--- config.mk ---
export PLATFORM = sky130hd
export DESIGN_NAME = seq_mac_unit_flat
export DESIGN_NICKNAME = d
export VERILOG_FILES = /design/src/rtl/seq_mac_pkg.sv /design/src/rtl/seq_mac_unit_if.sv /design/src/rtl/seq_mac_core.sv /design/src/rtl/seq_mac_unit.sv /design/src/flat_wrapper.sv
export SDC_FILE = /design/constraint.sdc
export NUM_CORES = 1
export LEC_CHECK = 0
export ABC_AREA = 1
export CAP_MARGIN = 10
export CORE_MARGIN = 2
export CORE_UTILIZATION = 60
export CTS_CLUSTER_SIZE = 25
export DETAILED_ROUTE_END_ITERATION = 8
export PLACE_DENSITY = 0.93
export SLEW_MARGIN = 20
export SYNTH_ARGS = -nofsm -noshare
export SYNTH_HDL_FRONTEND = slang
export SYNTH_SLANG_ARGS = --single-unit
--- constraint.sdc ---
create_clock -name clk -period 9.6 [get_ports clk]
set_clock_uncertainty 0.2 [all_clocks]
set_input_delay 2.88 -clock clk [delete_from_list [all_inputs] [get_ports clk]]
set_output_delay 2.88 -clock clk [all_outputs]
set_load 0.01 [all_outputs]
--- src/rtl/seq_mac_pkg.sv ---
// seq_mac_pkg: shared types, mode encodings and helpers for the seq_mac_unit slice.
package seq_mac_pkg;

    typedef enum logic [1:0] {
        IDLE = 2'd0,
        RUN  = 2'd1,
        DONE = 2'd2
    } state_e;

    localparam logic [1:0] MODE_MUL = 2'b00;
    localparam logic [1:0] MODE_MAC = 2'b01;
    localparam logic [1:0] MODE_CLR = 2'b10;
    localparam logic [1:0] MODE_RSV = 2'b11;

    // Ceiling log2; clog2(WIDTH+1) sizes a counter that can hold WIDTH itself.
    function automatic int clog2(input int value);
        int bits;
        int rem;
        bits = 0;
        rem  = value - 1;
        while (rem > 0) begin
            bits = bits + 1;
            rem  = rem >> 1;
        end
        return bits;
    endfunction

endpackage

--- src/rtl/seq_mac_unit_if.sv ---
// seq_mac_unit_if: request/response bundle of the sequential MAC unit.
// signed_op exists only when SEQ_MAC_SIGNED_EN is defined.
interface seq_mac_unit_if #(
    parameter int WIDTH = 8,
    parameter int ACC_W = 2*WIDTH+4
);
    logic             ena;
    logic             start;
    logic [1:0]       mode;
    logic [WIDTH-1:0] a;
    logic [WIDTH-1:0] b;
`ifdef SEQ_MAC_SIGNED_EN
    logic             signed_op;
`endif
    logic             busy;
    logic             done;
    logic [ACC_W-1:0] result;
    logic             overflow;

`ifdef SEQ_MAC_SIGNED_EN
    modport master (
        output ena, start, mode, a, b, signed_op,
        input  busy, done, result, overflow
    );

    modport slave (
        input  ena, start, mode, a, b, signed_op,
        output busy, done, result, overflow
    );
`else
    modport master (
        output ena, start, mode, a, b,
        input  busy, done, result, overflow
    );

    modport slave (
        input  ena, start, mode, a, b,
        output busy, done, result, overflow
    );
`endif

endinterface

--- src/rtl/seq_mac_core.sv ---
// seq_mac_core: shift-add datapath retiring one multiplier bit per step.
// Signed operands are multiplied as magnitudes and the product negated at the end.
module seq_mac_core
    import seq_mac_pkg::*;
#(
    parameter int WIDTH = 8
) (
    input  logic               clk,
    input  logic               rst_n,
    input  logic               load_i,
    input  logic               step_i,
    input  logic [WIDTH-1:0]   a_i,
    input  logic [WIDTH-1:0]   b_i,
    input  logic               signed_i,
    output logic [2*WIDTH-1:0] product_o,
    output logic               signed_o,
    output logic               last_o
);
    localparam int PW    = 2*WIDTH;
    localparam int CNT_W = clog2(WIDTH+1);

    logic [PW-1:0]    mcand_q, mcand_d;
    logic [PW-1:0]    pp_q, pp_d;
    logic [WIDTH-1:0] mplier_q, mplier_d;
    logic [CNT_W-1:0] bitCnt_q, bitCnt_d;
    logic             neg_q, neg_d;
    logic             signed_q, signed_d;

    logic [WIDTH-1:0] magA, magB;
    logic [PW-1:0]    ppSum;

    // Two's complement of the most negative value still fits as an unsigned magnitude.
    always_comb begin
        magA = a_i;
        magB = b_i;
        if (signed_i && a_i[WIDTH-1]) begin
            magA = (~a_i) + WIDTH'(1);
        end
        if (signed_i && b_i[WIDTH-1]) begin
            magB = (~b_i) + WIDTH'(1);
        end
    end

    always_comb begin
        ppSum     = pp_q + (mplier_q[0] ? mcand_q : '0);
        product_o = neg_q ? ((~ppSum) + PW'(1)) : ppSum;
        signed_o  = signed_q;
        last_o    = (bitCnt_q == CNT_W'(WIDTH-1));
    end

    always_comb begin
        mcand_d  = mcand_q;
        pp_d     = pp_q;
        mplier_d = mplier_q;
        bitCnt_d = bitCnt_q;
        neg_d    = neg_q;
        signed_d = signed_q;
        if (load_i) begin
            mcand_d  = {{WIDTH{1'b0}}, magA};
            pp_d     = '0;
            mplier_d = magB;
            bitCnt_d = '0;
            neg_d    = signed_i & (a_i[WIDTH-1] ^ b_i[WIDTH-1]);
            signed_d = signed_i;
        end else if (step_i) begin
            mcand_d  = mcand_q << 1;
            pp_d     = ppSum;
            mplier_d = mplier_q >> 1;
            bitCnt_d = bitCnt_q + CNT_W'(1);
        end
    end

    always_ff @(posedge clk) begin
        if (!rst_n) begin
            mcand_q  <= '0;
            pp_q     <= '0;
            mplier_q <= '0;
            bitCnt_q <= '0;
            neg_q    <= 1'b0;
            signed_q <= 1'b0;
        end else begin
            mcand_q  <= mcand_d;
            pp_q     <= pp_d;
            mplier_q <= mplier_d;
            bitCnt_q <= bitCnt_d;
            neg_q    <= neg_d;
            signed_q <= signed_d;
        end
    end

endmodule

--- src/rtl/seq_mac_unit.sv ---
// seq_mac_unit: iterative multiplier / multiply-accumulate with start/done handshake.
// Define SEQ_MAC_SIGNED_EN to add the signed_op input and two's complement arithmetic.
module seq_mac_unit
    import seq_mac_pkg::*;
#(
    parameter int WIDTH = 8,
    parameter int ACC_W = 2*WIDTH+4
) (
    input logic          clk,
    input logic          rst_n,
    seq_mac_unit_if.slave macIf
);
    localparam int PW = 2*WIDTH;

    state_e           state_q, state_d;
    logic [1:0]       mode_q, mode_d;
    logic [ACC_W-1:0] result_q, result_d;
    logic             overflow_q, overflow_d;

    logic             startAccept;
    logic             loadOp;
    logic             clearOp;
    logic             stepOp;
    logic             finishOp;

    logic             opSigned;
    logic             coreSigned;
    logic             coreLast;
    logic [PW-1:0]    coreProduct;
    logic [ACC_W-1:0] extProduct;
    logic [ACC_W:0]   macSum;
    logic             macOverflow;

`ifdef SEQ_MAC_SIGNED_EN
    assign opSigned = macIf.signed_op;
`else
    assign opSigned = 1'b0;
`endif

    seq_mac_core #(
        .WIDTH(WIDTH)
    ) u_core (
        .clk       (clk),
        .rst_n     (rst_n),
        .load_i    (loadOp),
        .step_i    (stepOp),
        .a_i       (macIf.a),
        .b_i       (macIf.b),
        .signed_i  (opSigned),
        .product_o (coreProduct),
        .signed_o  (coreSigned),
        .last_o    (coreLast)
    );

    always_ff @(posedge clk) begin
        if (!rst_n) begin
            state_q <= IDLE;
        end else begin
            state_q <= state_d;
        end
    end

    // A clear finishes in the accepting cycle, so it jumps straight to DONE.
    always_comb begin
        state_d = state_q;
        if (macIf.ena) begin
            unique case (state_q)
                IDLE, DONE: begin
                    if (startAccept) begin
                        state_d = (macIf.mode == MODE_CLR) ? DONE : RUN;
                    end else begin
                        state_d = IDLE;
                    end
                end
                RUN: begin
                    if (coreLast) begin
                        state_d = DONE;
                    end
                end
                default: state_d = IDLE;
            endcase
        end
    end

    always_comb begin
        startAccept = 1'b0;
        loadOp      = 1'b0;
        clearOp     = 1'b0;
        stepOp      = 1'b0;
        finishOp    = 1'b0;
        if (macIf.ena) begin
            unique case (state_q)
                IDLE, DONE: begin
                    startAccept = macIf.start;
                    clearOp     = macIf.start && (macIf.mode == MODE_CLR);
                    loadOp      = macIf.start && (macIf.mode != MODE_CLR);
                end
                RUN: begin
                    stepOp   = 1'b1;
                    finishOp = coreLast;
                end
                default: begin
                    startAccept = 1'b0;
                end
            endcase
        end
    end

    // done is withheld while ena is low so the pulse is seen exactly once.
    assign macIf.busy     = (state_q == RUN);
    assign macIf.done     = (state_q == DONE) && macIf.ena;
    assign macIf.result   = result_q;
    assign macIf.overflow = overflow_q;

    always_comb begin
        mode_d = loadOp ? macIf.mode : mode_q;
    end

    always_comb begin
        extProduct = coreSigned ? ACC_W'($signed(coreProduct)) : ACC_W'(coreProduct);
        macSum     = {1'b0, result_q} + {1'b0, extProduct};
        if (coreSigned) begin
            macOverflow = (result_q[ACC_W-1] == extProduct[ACC_W-1]) &&
                          (macSum[ACC_W-1] != result_q[ACC_W-1]);
        end else begin
            macOverflow = macSum[ACC_W];
        end

        result_d   = result_q;
        overflow_d = overflow_q;
        if (clearOp) begin
            result_d   = '0;
            overflow_d = 1'b0;
        end else if (finishOp) begin
            if (mode_q == MODE_MAC) begin
                result_d   = macSum[ACC_W-1:0];
                overflow_d = overflow_q | macOverflow;
            end else begin
                result_d   = extProduct;
            end
        end
    end

    always_ff @(posedge clk) begin
        if (!rst_n) begin
            mode_q     <= MODE_MUL;
            result_q   <= '0;
            overflow_q <= 1'b0;
        end else begin
            mode_q     <= mode_d;
            result_q   <= result_d;
            overflow_q <= overflow_d;
        end
    end

endmodule

--- src/flat_wrapper.sv ---
// flat-port wrapper written by rule: the top's interface ports become plain ports
module seq_mac_unit_flat import seq_mac_pkg::*;
#(
    parameter int WIDTH = 8,
    parameter int ACC_W = 2*WIDTH+4
)
  (clk, rst_n, macIf_ena, macIf_start, macIf_mode, macIf_a, macIf_b, macIf_busy, macIf_done, macIf_result, macIf_overflow);
  seq_mac_unit_if #(.WIDTH(WIDTH), .ACC_W(ACC_W)) macIf_i ();
  input logic clk;
  input logic rst_n;
  input wire logic [$bits(macIf_i.ena)-1:0] macIf_ena;
  input wire logic [$bits(macIf_i.start)-1:0] macIf_start;
  input wire logic [$bits(macIf_i.mode)-1:0] macIf_mode;
  input wire logic [$bits(macIf_i.a)-1:0] macIf_a;
  input wire logic [$bits(macIf_i.b)-1:0] macIf_b;
  output wire logic [$bits(macIf_i.busy)-1:0] macIf_busy;
  output wire logic [$bits(macIf_i.done)-1:0] macIf_done;
  output wire logic [$bits(macIf_i.result)-1:0] macIf_result;
  output wire logic [$bits(macIf_i.overflow)-1:0] macIf_overflow;
  assign macIf_i.ena = macIf_ena;
  assign macIf_i.start = macIf_start;
  assign macIf_i.mode = macIf_mode;
  assign macIf_i.a = macIf_a;
  assign macIf_i.b = macIf_b;
  assign macIf_busy = macIf_i.busy;
  assign macIf_done = macIf_i.done;
  assign macIf_result = macIf_i.result;
  assign macIf_overflow = macIf_i.overflow;
  seq_mac_unit #(.WIDTH(WIDTH), .ACC_W(ACC_W)) u_core (.clk(clk), .rst_n(rst_n), .macIf(macIf_i));
endmodule
## Word-level counts from Yosys, hierarchy flattened

Cells that the tools add are included.
W data, S select, Z words.

- Register bits: 69
- Input port bits: 22
- Word-level logic and storage cells: 51

- Reduce and logical (&&, ||, !) cells: 10
- Multiplexer cells: 20
- Equality and inequality tests: 7
- Bitwise logic cells: 2
- $add $sub $neg: 3

Operators with widths:

| kind | count |
|---|---|
| $mux W8 | 4 |
| $add A20 B16 Y21 | 1 |
| $mux W20 | 1 |
| $add A16 B16 Y16 | 1 |
| $mux W16 | 1 |
| $mux W1 | 10 |
| $mux W2 | 3 |
| $reduce_or A2 Y1 | 3 |
| $add A4 B1 Y4 const B | 1 |
| $eq A2 B1 Y1 const B | 2 |
| $eq A2 B2 Y1 const B | 2 |
| $eq A4 B3 Y1 const B | 1 |
| $pmux W2 S2 | 1 |
| $reduce_and A2 Y1 | 2 |
| $logic_and A1 B1 Y1 | 3 |
| $logic_not A2 Y1 | 1 |
| $ne A2 B1 Y1 const B | 1 |
| $ne A2 B2 Y1 const B | 1 |
| $reduce_bool A2 Y1 | 1 |
| $not A1 Y1 | 1 |
| $or A1 B1 Y1 | 1 |

## Depth between registers and ports, before layout

Gate-level depths: netlist of run 1.

- Depth in word-level cells: 6
- Gate-level depth with buffers: 27

## Hierarchy

Synthesis of run 1 repeated with hierarchy kept, for this count alone.

- Cells, all modules: 967
- Area, all modules: 5,950.7 um2

Modules (own cells, without submodules):

| module | times used | cells each | sequential area each (um2) | area each (um2) |
|---|---|---|---|---|
| seq_mac_core | 1 | 606 | 920.9 | 3,629.7 |
| seq_mac_unit | 1 | 361 | 500.5 | 2,321.0 |

## Least setup slack after synthesis of run 1

Ideal clock, no wire load.

- Kind: input to output
- Start: input macIf_ena
- End: output macIf_done
- Setup slack: 3.340 ns
- Stages on the path: 2
- Arrival time: 3.180 ns
- Path through: inv_1 -> nor3_1

- Word-level cells in the longest chain between the ends: 1

RTL lines:

| what | RTL line | source |
|---|---|---|
| start, declared | flat_wrapper.sv:11 | `input wire logic [$bits(macIf_i.ena)-1:0] macIf_ena;` |
| $logic_and A1 B1 Y1 | seq_mac_unit.sv:111 | `assign macIf.done = (state_q == DONE) && macIf.ena;` |
| end, declared | flat_wrapper.sv:17 | `output wire logic [$bits(macIf_i.done)-1:0] macIf_done;` |

Every way passes these cells.

## Worst setup path in the final report of run 1

Ends and elaborated chain as after synthesis.

==> flow_metrics.tcl, run 1 <==
set metrics [dict create \
    die_w_um 93.16 \
    dp_hpwl_mm 9.032 \
    syn2layout_area_growth_pct 13.90 \
    intPower_w 0.0004076 \
    drcViolationCount 0 \
    post-cts-setup-buffers 0 \
    yosysTopAreaCell "dfxtp_1" \
    async_reset_ff_frac 0 \
    syn-num-nets 807 \
    initial_utilization 0.6172 \
    final_area_um2 5433 \
    critical_path_class "input pin to output pin" \
    hold_viol 0 \
    cts_resized 0 \
    cp.required_ps 6520 \
    yosysSeqAreaShare 0.2896 \
    place_congestion 0.9823 \
    grt_pass1_wl_mm 20.40 \
    hold_buffers 0 \
    setup_viol 0 \
    htreeDepth 3 \
    synth.most_common_cell "nand2_1" \
    grt_max_degree 45 \
    cap_violations 0 \
    first_iter_violations 255 \
    min_period_over_period 0.7582 \
    dr.pass1.iters 5 \
    cts_sinks 69 \
    critPathArrivalTime_ps 4200 \
    p_leak_nw 2.756 \
    fmax_mhz 137.4 \
    port_buffers 44 \
    fin_nets 845 \
    clock_latency_ps 360 \
    grt_overflow_total 0 \
    crit_path_end_kind "output pin" \
    p_comb_frac 0.086 \
    ir_worst_vdd_v 0.0001074 \
    post_synth_num_cell_types 39 \
    grt_pass1_vias 4700 \
    cts-root-buf "clkbuf_8" \
    synth_edf_count 0 \
    clkPwrFrac 0.393 \
    pin_count 45 \
    dieArea_um2 8679 \
    postSynthAreaPerCell_um2 6.359 \
    netlist_instances 750 \
    synth_top_area_frac 0.2896 \
    cts_buffer_depth 2 \
    grt_antenna_before_repair 0 \
    tritoncts "done" \
    diodes 0 \
    p_per_area_nw_per_um2 104.5 \
    critPathLaunchType "input pin" \
    switching_share 0.2823 \
    drv_slew 0 \
    ys_ff_latch 69 \
    rows 32 \
    grt_usage 0.2905 \
    cts_buffers 9 \
    yosysWarnings 0 \
    holdWs_ps 266.8 \
    status "finished clean" \
    place_area_um2 5258 \
    num_vias 4901 \
    core_area_um2 7727 \
    drtAntennaViolNets 0 \
    finalCriticalPeriod_ps 7279 \
    worst_pin_slew_ps 743.4 \
    switching_power_w 0.0001603 \
    final.setup.tns_ps 0 \
    path_clk_slew_ps 80 \
    synthFlopType "dfxtp_1" \
    holdCritPathClass "flop to flop" \
    rsz0062_at_grt "no" \
    crit_path_max_fanout 3 \
    mappedNetlistArea_um2 4770 \
    pwr-share-seq 0.522 \
    wirelength_mm 12.00 \
    routedWlPerCell_um 13.41 \
    via_per_inst 5.476 \
    layout-drive-gt1-share 0.04161 \
    synthTopCellsByCount "nand2_1, inv_1, dfxtp_1" \
    slew_headroom 0.5038 \
    synth.area.top_cells "dfxtp_1, nand2_1, ha_1" \
    dieHeight_um 93.16 \
]
## through the flow
stage                     utilization  instances  worst slack, ps  total power (W)
final                          0.7030        895             2321        0.0005680
after global routing           0.7030        895             2265        0.0005865
after CTS                      0.7030        895             2306        0.0005674
after detailed placement       0.6804        879             2308        0.0003510
after global placement         0.6804        879             2327        0.0003492
after floorplan                     -        750             3340        0.0003338
## state kept, by name, indices dropped and copies added (netlist names)
name and count:
u_core.u_core.pp_q 16, u_core.macIf.overflow 1, u_core.u_core.mcand_q 16, u_core.state_q 2, u_core.mode_q 2, u_core.u_core.bitCnt_q 4
u_core.macIf.result 20, u_core.u_core.mplier_q 8
## power groups by stage
stage | Combinational [W] | Sequential [W] | Clock [W]
after floorplan | 0.0000327 | 0.000301 | 0
after global placement | 0.0000467 | 0.000302 | 0
after detailed placement | 0.0000481 | 0.000303 | 0
after CTS | 0.0000483 | 0.000296 | 0.000223
after global routing | 0.0000545 | 0.000297 | 0.000235
final | 0.0000486 | 0.000296 | 0.000223
## logic make-up after synthesis
group	after synthesis	synth area share
XOR/XNOR	13	0.02387
buffers and inverters	120	0.09811
AO/OA/AOI/OAI	108	0.1309
flip-flops	69	0.2896
adder cells (fa/ha/maj)	35	0.09496
AND/OR/NAND/NOR	405	0.3625
## per-layer routing
metal,track usage,vias to the layer above,share of wire
met1,0.3412,2234,0.43
li1,-,2478,-
met2,0.5248,151,0.49
met5,0,-,0
met3,0.04351,38,0.049
met4,0.1225,0,0.027
## worst max-delay path, cell delays in order
cell             delay, ps
clkdlybuf4s50_1        550
inv_1                   90
nor3_1                 130
clkdlybuf4s50_1        550
## worst paths after layout
| check | to | depth (start not counted) | slack (ps) | startpoint |
|---|---|---|---|---|
| setup reg to reg | u_core.macIf.result[15]$_SDFFE_PP0P_ | 23 | 5580 | u_core.u_core.mplier_q[0]$_SDFFE_PN0P_ |
| hold reg to reg | u_core.mode_q[1]$_SDFFE_PN0P_ | 2 | 270 | u_core.mode_q[1]$_SDFFE_PN0P_ |
| hold / removal | u_core.mode_q[1]$_SDFFE_PN0P_ | 2 | 270 | u_core.mode_q[1]$_SDFFE_PN0P_ |
| setup / recovery | macIf_done | 4 | 2320 | macIf_ena |
## cells in the final DEF (no fill, tap or decap), types with 2 or more instances in the layout
master	count
inv_6	2
nand2_4	2
ha_1	33
clkinv_2	2
a21oi_1	47
nand3_1	49
o21bai_1	12
nand2_2	2
dfxtp_1	69
o21a_1	2
o21ai_0	21
and2_1	8
nor2_1	56
or2_2	2
nor2_4	4
clkbuf_8	9
nor3_1	7
o211ai_1	3
inv_1	97
a31oi_1	17
clkinv_4	2
xor2_1	8
xnor2_1	5
inv_2	4
clkdlybuf4s50_1	44
nand4_1	5
nand2_1	259
nand3b_1	8
fa_1	2
## layout make-up
type | count | area (um2)
clock buffers | 10 | 127.6
clock inverters | 6 | 47.55
inverters | 103 | 387.9
multi-input cells | 561 | 2920
well taps | 102 | 127.6
fillers | 637 | 2295
flip-flops and latches | 69 | 1381
repair buffers | 44 | 440.4
No activity file was read; power rests on OpenSTA's default activity.
==> run 2: changes to the inputs <==
--- a/config.mk
+++ b/config.mk
@@ -8,10 +8,10 @@
 export ABC_AREA = 1
 export CAP_MARGIN = 10
 export CORE_MARGIN = 2
-export CORE_UTILIZATION = 60
+export CORE_UTILIZATION = 58
 export CTS_CLUSTER_SIZE = 25
 export DETAILED_ROUTE_END_ITERATION = 8
-export PLACE_DENSITY = 0.93
+export PLACE_DENSITY = 0.91
 export SLEW_MARGIN = 20
 export SYNTH_ARGS = -nofsm -noshare
 export SYNTH_HDL_FRONTEND = slang
==> constraint.sdc (replaced) <==
create_clock -name clk -period 6.95 [get_ports clk]
set_clock_uncertainty 0.2 [all_clocks]
set_input_delay 2.085 -clock clk [delete_from_list [all_inputs] [get_ports clk]]
set_output_delay 2.085 -clock clk [all_outputs]
set_load 0.01 [all_outputs]
==> run 2 against run 1 <==
Compared with the run above:
- sequential share of layout area is essentially flat
- non-clock buffer count unchanged
- global-route usage decreased by 1.2 points
- clock-buffer cell count shrank 1
- design area is 0.14% higher
- critical path type unchanged
==> flow_metrics.tcl, run 2 (synthesized netlist as in run 1, its figures left out) <==
set metrics [dict create \
    cp_cell_sequence "clkdlybuf4s50_1 > inv_1 > nor3_1 > clkdlybuf4s50_1" \
    critPathArrivalTime_ps 3430 \
    dr.pass1.iters 5 \
    cts_resized 0 \
    path_clk_slew_ps 80 \
    largest_register_ffs 20 \
    status "finished clean" \
    crit_family "buffers and inverters" \
    dieArea_um2 8964 \
    post-cts-setup-buffers 0 \
    final.setup.tns_ps 0 \
    cts_buffer_depth 2 \
    setup_viol 0 \
    first_iter_violations 303 \
    syn2layout_area_growth_pct 14.06 \
    final_area_um2 5440 \
    drtAntennaViolNets 0 \
    rsz0062_at_grt "no" \
    cpPeakStageDelay_ps 560 \
    via_per_inst 5.403 \
    crit_buf_inv 3 \
    cts_buffers 9 \
    grt_pass1_wl_mm 20.12 \
    hold_viol 0 \
    clock_latency_ps 360 \
    worst_pin_slew_ps 733.4 \
    cts_sinks 69 \
    grt_usage 0.2788 \
    layout-drive-gt1-share 0.04288 \
    pin_count 45 \
    path_common_cell "clkdlybuf4s50_1" \
    port_buffers 44 \
    die_w_um 94.68 \
    diodes 0 \
    min_period_over_period 0.8224 \
    p_leak_nw 2.755 \
    grt_antenna_before_repair 0 \
    core_area_um2 8093 \
    holdCritPathClass "flop to flop" \
    dieHeight_um 94.68 \
    grt_pass1_vias 4705 \
    wirelength_mm 11.73 \
    num_vias 4852 \
    final_cell_mix "nand2_1, inv_1, dfxtp_1" \
    place_area_um2 5261 \
    crit_slowest_cell "clkdlybuf4s50_1" \
    htreeDepth 3 \
    drv_slew 0 \
    cp.required_ps 4660 \
    critical_path_class "input pin to output pin" \
    ir_worst_vdd_v 0.0001082 \
    rows 33 \
    cts-root-buf "clkbuf_8" \
    cap_violations 0 \
    crit_path_max_fanout 3 \
    fmax_mhz 175.0 \
    crit_path_end_kind "output pin" \
    finalCriticalPeriod_ps 5716 \
    grt_max_degree 45 \
    slew_headroom 0.5105 \
    routedWlPerCell_um 13.06 \
    initial_utilization 0.5894 \
    hold_buffers 0 \
    critPathLaunchType "input pin" \
    final_common_cell "nand2_1" \
    p_per_area_nw_per_um2 145.2 \
    dp_hpwl_mm 8.798 \
    drcViolationCount 0 \
    place_congestion 0.9667 \
    fin_nets 845 \
    grt_overflow_total 0 \
    tritoncts "done" \
]
==> run 2: cell types whose count changed in the layout (fill, tap and decap cells not counted) <==
| cell | delta |
|---|---|
| clkbuf_1 | -1 |
| clkinv_4 | -2 |
| inv_6 | +2 |
| clkinvlp_4 | +1 |
==> run 2: tightest hold or removal path: stages, from the launching register on <==
cell	delay (ps)
dfxtp_1	330
inv_1	50
a21oi_1	50
==> run 2: per-stage QoR <==
step | worst slack, ps | total power, W | instances | util | hold WS [ps]
floorplan | 2280 | 0.0004610 | 750 | - | 237.3
finish | 1234 | 0.0007899 | 898 | 0.6722 | 270.0
global placement | 1266 | 0.0004824 | 882 | 0.6501 | 246.5
detailed placement | 1241 | 0.0004852 | 882 | 0.6501 | 260.0
CTS | 1240 | 0.0007949 | 898 | 0.6722 | 273.0
global route | 1112 | 0.0008160 | 898 | 0.6722 | 291.6
==> run 2: layout make-up <==
class                      instances  area [um2]
clock buffer                       9       123.9
multi-input combinational        561        2920
sequential                        69        1381
timing repair buffer              44       440.4
fill                             735        2653
inverter                         103       387.9
clock inverter                     7       55.05
tap                              105       131.4
==> run 2: per-layer routing <==
metal | GRT usage | wire length, um | vias up
met4 | 0.1027 | 210 | 0
li1 | - | - | 2474
met2 | 0.5106 | 5875 | 137
met1 | 0.3264 | 4870 | 2217
met5 | 0 | 0 | -
met3 | 0.04230 | 772 | 24
==> run 2: path summary, 6_finish.rpt <==
kind / start / slack [ps] / endpoint / depth (start not counted)
min reg2reg: u_core.mode_q[1]$_SDFFE_PN0P_ / 270 / u_core.mode_q[1]$_SDFFE_PN0P_ / 2
max: macIf_ena / 1230 / macIf_done / 4
max reg2reg: u_core.u_core.mplier_q[0]$_SDFFE_PN0P_ / 2920 / u_core.macIf.result[15]$_SDFFE_PP0P_ / 23
min: u_core.mode_q[1]$_SDFFE_PN0P_ / 270 / u_core.mode_q[1]$_SDFFE_PN0P_ / 2
==> run 2: where the power goes <==
group          switching [W]  internal (W)
clock network       0.000179      0.000134
logic              0.0000400     0.0000274
registers         0.00000638      0.000403
